[config.mk]
export PLATFORM = sky130hd
export DESIGN_NAME = add_byte_sequencer
export DESIGN_NICKNAME = d
export VERILOG_FILES = /design/src/rtl/add_byte_sequencer.sv
export SDC_FILE = /design/constraint.sdc
export NUM_CORES = 1
export LEC_CHECK = 0
export ABC_AREA = 1
export ABC_CLOCK_PERIOD_IN_PS = 3100
export BUFFER_PORTS_ARGS = -buffer_cell sky130_fd_sc_hd__buf_4
export CORE_AREA = 2 2 59 61
export DETAILED_ROUTE_END_ITERATION = 16
export DIE_AREA = 0 0 61 63
export PLACE_DENSITY = 0.55
export SLEW_MARGIN = 0
export SYNTH_ARGS = -nofsm -noshare
export SYNTH_HDL_FRONTEND = slang
export SYNTH_SLANG_ARGS = --single-unit
[constraint.sdc]
create_clock -name clk -period 3.1 [get_ports clk]
set_clock_uncertainty 0.1 [all_clocks]
set_input_delay 0.31 -clock clk [delete_from_list [all_inputs] [get_ports clk]]
set_output_delay 0.31 -clock clk [all_outputs]
set_load 0.01 [all_outputs]
[src/rtl/add_byte_sequencer.sv]
// -----------------------------------------------------------------------------
// add_byte_sequencer
//
// Byte-serial multi-byte adder controller. Operand slices arrive LSB first on a
// valid/ready stream and are passed through to an external WIDTH-bit adder.
// The block feeds the adder's carry-out back in as the next slice's carry-in,
// so one NBYTES x WIDTH-bit sum is built from a single WIDTH-bit adder. Each
// result slice is registered and presented on a valid/ready output stream.
//
// Optional feature macro: SEQ_SUB_EN
//   When defined, adds in_sub. in_sub is sampled on slice 0 and held for the
//   whole word. While it is set the block computes A - B as A + ~B + 1, and
//   out_co=1 means "no borrow".
//
// Ports:
//   clk, rst          clock (rising edge), asynchronous active-high reset
//   in_valid/in_ready operand slice handshake
//   in_a, in_b        operand slices
//   ci_init           word carry-in, sampled on slice 0 only
//   in_sub            (SEQ_SUB_EN only) subtract select, sampled on slice 0
//   add_a/add_b/add_ci  drive to the external adder
//   add_s/add_co      result from the external adder
//   out_valid/out_ready result slice handshake
//   out_s             result slice
//   out_last          result slice is the final slice of its word
//   out_co            final carry-out; 0 unless out_last
// -----------------------------------------------------------------------------
module add_byte_sequencer #(
    parameter int WIDTH  = 8,
    parameter int NBYTES = 4
) (
    input  logic             clk,
    input  logic             rst,
    input  logic             in_valid,
    output logic             in_ready,
    input  logic [WIDTH-1:0] in_a,
    input  logic [WIDTH-1:0] in_b,
    input  logic             ci_init,
`ifdef SEQ_SUB_EN
    input  logic             in_sub,
`endif
    output logic [WIDTH-1:0] add_a,
    output logic [WIDTH-1:0] add_b,
    output logic             add_ci,
    input  logic [WIDTH-1:0] add_s,
    input  logic             add_co,
    output logic             out_valid,
    input  logic             out_ready,
    output logic [WIDTH-1:0] out_s,
    output logic             out_last,
    output logic             out_co
);

    localparam int CNT_W = (NBYTES > 1) ? $clog2(NBYTES) : 1;

    typedef enum logic {
        FIRST,
        MID
    } state_t;

    state_t             r_state;
    state_t             w_state_nxt;
    logic [CNT_W-1:0]   r_slice_cnt;
    logic [CNT_W-1:0]   w_slice_cnt_nxt;
    logic               r_carry;
    logic               w_carry_nxt;
    logic               w_xfer;
    logic               w_last;
    logic               r_out_valid;
    logic [WIDTH-1:0]   r_out_s;
    logic               r_out_last;
    logic               r_out_co;
`ifdef SEQ_SUB_EN
    logic               r_sub;
    logic               w_sub;
`endif

    // Single-entry output register: accept whenever it is empty or draining.
    assign in_ready = !r_out_valid || out_ready;
    assign w_xfer   = in_valid && in_ready;
    assign w_last   = (r_slice_cnt == CNT_W'(NBYTES - 1));

    assign add_a = in_a;

`ifdef SEQ_SUB_EN
    // Slice 0 takes the subtract select live; later slices use the held copy.
    assign w_sub  = (r_state == FIRST) ? in_sub : r_sub;
    assign add_b  = w_sub ? ~in_b : in_b;
    assign add_ci = (r_state == FIRST) ? (in_sub ? 1'b1 : ci_init) : r_carry;
`else
    assign add_b  = in_b;
    assign add_ci = (r_state == FIRST) ? ci_init : r_carry;
`endif

    always_comb begin
        w_state_nxt     = r_state;
        w_slice_cnt_nxt = r_slice_cnt;
        w_carry_nxt     = r_carry;
        if (w_xfer) begin
            if (w_last) begin
                w_state_nxt     = FIRST;
                w_slice_cnt_nxt = '0;
                w_carry_nxt     = 1'b0;
            end else begin
                w_state_nxt     = MID;
                w_slice_cnt_nxt = r_slice_cnt + CNT_W'(1);
                w_carry_nxt     = add_co;
            end
        end
    end

    always_ff @(posedge clk or posedge rst) begin
        if (rst) begin
            r_state     <= FIRST;
            r_slice_cnt <= '0;
            r_carry     <= 1'b0;
        end else begin
            r_state     <= w_state_nxt;
            r_slice_cnt <= w_slice_cnt_nxt;
            r_carry     <= w_carry_nxt;
        end
    end

`ifdef SEQ_SUB_EN
    always_ff @(posedge clk or posedge rst) begin
        if (rst) begin
            r_sub <= 1'b0;
        end else if (w_xfer) begin
            r_sub <= w_last ? 1'b0 : w_sub;
        end
    end
`endif

    // A load takes priority over a drain so back-to-back slices keep
    // out_valid high.
    always_ff @(posedge clk or posedge rst) begin
        if (rst) begin
            r_out_valid <= 1'b0;
            r_out_s     <= '0;
            r_out_last  <= 1'b0;
            r_out_co    <= 1'b0;
        end else if (w_xfer) begin
            r_out_valid <= 1'b1;
            r_out_s     <= add_s;
            r_out_last  <= w_last;
            r_out_co    <= w_last ? add_co : 1'b0;
        end else if (out_ready) begin
            r_out_valid <= 1'b0;
        end
    end

    assign out_valid = r_out_valid;
    assign out_s     = r_out_s;
    assign out_last  = r_out_last;
    assign out_co    = r_out_co;

endmodule

Word-level counts from Yosys, hierarchy flattened
Index checks and enable logic that the tools add are counted.
{ "totals": {"wordCells": 20, "ff_bits": 15} }
{ "classes": {"n_eq_ne": 1, "muxes": 7, "reduce_logical": 4, "addsub": 1} }
{ "op_table": {"columns": ["cell", "n"], "rows": [
  ["$mux W1", 6],
  ["$add A2 B1 Y2 const B", 1],
  ["$eq A2 B2 Y1 const B", 1],
  ["$mux W2", 1],
  ["$reduce_bool A2 Y1", 1],
  ["$logic_and A1 B1 Y1", 1],
  ["$logic_not A1 Y1", 1],
  ["$logic_or A1 B1 Y1", 1]
]} }

Logic depth before layout (Yosys ltp)
{ "depth": {"ltp_word": 4, "depth_mapped": 6, "depth_no_buf": 5} }

Least setup slack after synthesis
OpenSTA, ideal clock, no wires.
{ "synth_timing": {"path_kind": "flip-flop to output port", "startpoint": "reg r_out_valid (netlist: out_valid)", "endpoint": "out in_ready", "arrival_ns": 0.715, "path_stages_with_launch": 3, "path_buffers": 1, "setup_slack_ns": 1.975, "cell_sequence": "dfrtp_1 -> nand2_2 -> buf_4"} }
{ "synth_between": {"elab_chain_cells": 2} }
{ "synth_lines": {"columns": ["item", "line", "rtl"], "rows": [
  ["start, declared", "69", "logic r_out_valid;"],
  ["start signal, assigned", "138", "r_out_valid <= 1'b0;"],
  ["start signal, assigned", "143", "r_out_valid <= 1'b1;"],
  ["start signal, assigned", "148", "r_out_valid <= 1'b0;"],
  ["$logic_not A1 Y1", "79", "assign in_ready = !r_out_valid || out_ready;"],
  ["$logic_or A1 B1 Y1", "79", null],
  ["end, declared", "35", "output logic in_ready,"]
]} }
Every way passes these cells.

Worst setup path after layout
Same ends and word-level chain as after synthesis.

==> run_results.csv <==
group,metric,value,unit
min_path,worstHoldEndpoint,"out_s[2]",
drt,dr.pass1.iters,4,
placement,dp_hpwl,1.15,mm
die,initial_core_util,24.1,%
yosys,yosys.area.top_type_share,48.2,%
yosys,synth_fp_nets,123,
clock_network,ctsLongestPathBuffers,2,
timing,finalWorstSetupSlack,1.55,ns
clock_network,htree_levels,1,
clock_network,clk_latency,0.28,ns
timing,setup_viol,0,
timing,max-slew-margin-rel,61.2,%
yosys,ys_ff_latch,15,
layout,nets,136,
layout,post-route-util,28.6,%
placement,placed_area,886,um2
timing,worst_slew_pin_slew,0.581,ns
worst_setup_path,critPathTopFamily,"flip-flops",
yosys,synth_area,779,um2
pwr,swShare,32.0,%
drt,vias_per_cell,3.91,
clock_network,clock-root-buffer,"clkbuf_4",
worst_setup_path,cpPeakStageDelay,0.40,ns
pwr,power_density,575,nW/um2
drt,drc,0,
die,die_area,3840,um2
layout,final_common_cell,"nand2_1",
worst_setup_path,end_kind,"output port",
yosys,yosysWarnings,0,
outcome,status,"complete, no violations",
yosys,netlist_instances,91,
yosys,synth.distinct_cells,11,
layout,diodes,0,
yosys,synthTopCellsByArea,"dfrtp_1 48%, buf_4 17%, nand2_1 15%, nand3_1 8.3%, ha_1 3.2%",
min_path,worstHoldStart,"add_s[2]",
drt,routed_wl,1.57,mm
die,num_rows,21,
timing,drv_slew,0,
worst_setup_path,worst_r2r_endpoint,"out_s[3]",
pwr,p_int,361,uW
timing,whs,0.148,ns
timing,rsz0062_at_grt,"false",
global_routing,groute.usage.overall,9.08,%
worst_setup_path,r2r_start,"out_valid",
clock_network,path_clk_slew,0.09,ns
worst_setup_path,worstPathRequired,2.69,ns
layout,drive_gt1_share,31.1,%
placement,port_buffers,26,
worst_setup_path,cp-start-kind,"flop",
pwr,ir_drop,0.195,mV
drt,ant_nets,0,
worst_setup_path,reg2regPathDepth,4,
die,die_x,61,um
timing,fin_crit,1.55,ns
min_path,min_path_cells,3,
layout,final_cell_mix,"31 x nand2_1, 26 x buf_4, 15 x dfrtp_1, 13 x nand3_1, 5 x inv_1",
clock_network,cts_tree,"yes",
worst_setup_path,path_class,"flop to output port",
drt,vias,583,
die,coreArea,3230,um2
pwr,clkPwrFrac,21.4,%
worst_setup_path,cp_slowest_cell,"dfrtp_1",
global_routing,grt_max_degree,18,
yosys,postSynthAreaPerCell,8.57,um2
timing,fin_crit_sh,50.0,%
timing,max_freq,645,MHz
global_routing,grt_remaining_overflow,0,
yosys,seq_area_frac_synth,48.2,%
yosys,synth_largest_area_cell,"dfrtp_1",
pwr,combinationalPowerShare,28.9,%
worst_setup_path,r2r_slack,1.79,ns
pwr,p_switching,170,uW
global_routing,antenna_found_initial,0,
clock_network,numCtsBuffers,3,
placement,place.gp.congestion,0.746,
global_routing,grt_pass1_wl,2.62,mm
worst_setup_path,crit_arrival,1.14,ns
layout,area_delta_synth_final,18.5,%
timing,fin_tns_setup,0,ns
die,pin_count,59,
run,cap_violations,0,
pwr,p_leak,0.518,nW
drt,post_drt_wl_per_cell,10.6,um
layout,design_area,923,um2
clock_network,clock_sinks,15,
min_path,hold_path.class,"input port to flop",
placement,dp_slack,1.76,ns
global_routing,grt_pass1_vias,580,
worst_setup_path,crit_chain,"nand2_2, buf_4",
pwr,power_frac_seq,49.7,%
worst_setup_path,crit_fanout,17,
die,fp.dieH,63,um
timing,hold_viol,0,
drt,drtIter0Drc,15,
clock_network,cts_setup_buffers,0,
worst_setup_path,cp_num_buf_inv,1,
[power by group through the flow]
stage / logic [mW] / registers [mW] / clock network (mW)
after global routing: 0.175 / 0.272 / 0.126
final: 0.153 / 0.264 / 0.113
after floorplan: 0.0983 / 0.274 / 0
after global placement: 0.152 / 0.266 / 0
after detailed placement: 0.156 / 0.268 / 0
after CTS: 0.158 / 0.264 / 0.120
[synth_stat cells]
| master | n |
|---|---|
| nand3_1 | 13 |
| nor2_1 | 2 |
| buf_6 | 1 |
| nand3b_1 | 1 |
| buf_4 | 18 |
| ha_1 | 2 |
| nand2_2 | 2 |
| inv_1 | 5 |
| o21ai_0 | 1 |
| nand2_1 | 31 |
| dfrtp_1 | 15 |
[cell type report]
| type | count | area [um2] |
|---|---|---|
| sequential | 15 | 375 |
| fill | 364 | 2310 |
| clock inverter | 1 | 5.00 |
| multi-input combinational | 52 | 239 |
| inverter | 5 | 18.8 |
| tap | 46 | 57.6 |
| clock buffer | 3 | 22.5 |
| timing repair buffer | 27 | 205 |
[worst max path at each step]
| stage | from | end | slack [ns] | cells after the start |
|---|---|---|---|---|
| after floorplan | out_valid | in_ready | 1.97 | 2 |
| final | out_valid | in_ready | 1.55 | 2 |
| after detailed placement | out_ready | out_s[3] | 1.76 | 6 |
| after CTS | out_valid | in_ready | 1.54 | 2 |
| after global routing | out_valid | in_ready | 1.48 | 2 |
| after global placement | out_ready | out_s[3] | 1.79 | 6 |
[cells by family after synthesis]
group / share of synthesized area [%]
compound gates: 0.641
buf+inv: 21.2
flops: 48.2
simple gates: 26.8
fa+ha+maj: 3.21
[registers in the layout (all words and copies together) (netlist names)]
| signal | cells |
|---|---|
| out_last | 1 |
| r_carry | 1 |
| out_co | 1 |
| out_s | 8 |
| out_valid | 1 |
| r_state | 1 |
| r_slice_cnt | 2 |
[timing repair]
item | CTS | global route
endpoints found under the hold margin | 15 | 0
resized for setup | 0 | 0
hold buffers | 1 | 0
[through the flow]
step                power [mW]  std cells
floorplan                0.372         91
global placement         0.418        144
detailed placement       0.425        144
CTS                      0.542        149
global route             0.572        149
finish                   0.531        149
[routing by layer]
metal / share of wire, % / up-vias / track usage [%]
met4: 1.1 / 0 / 3.53
met1: 39 / 269 / 10.4
li1: - / 290 / -
met3: 8.1 / 2 / 2.69
met2: 52 / 22 / 15.3
met5: 0 / - / 0
[worst reg2reg max path, cell delays in order (launching register included)]
cell and delay, ns:
dfrtp_1 0.40, nand2_2 0.27, nand2_2 0.26, nand2_1 0.13, nand2_1 0.05
Note: power is estimated with default switching activity, not from simulation.
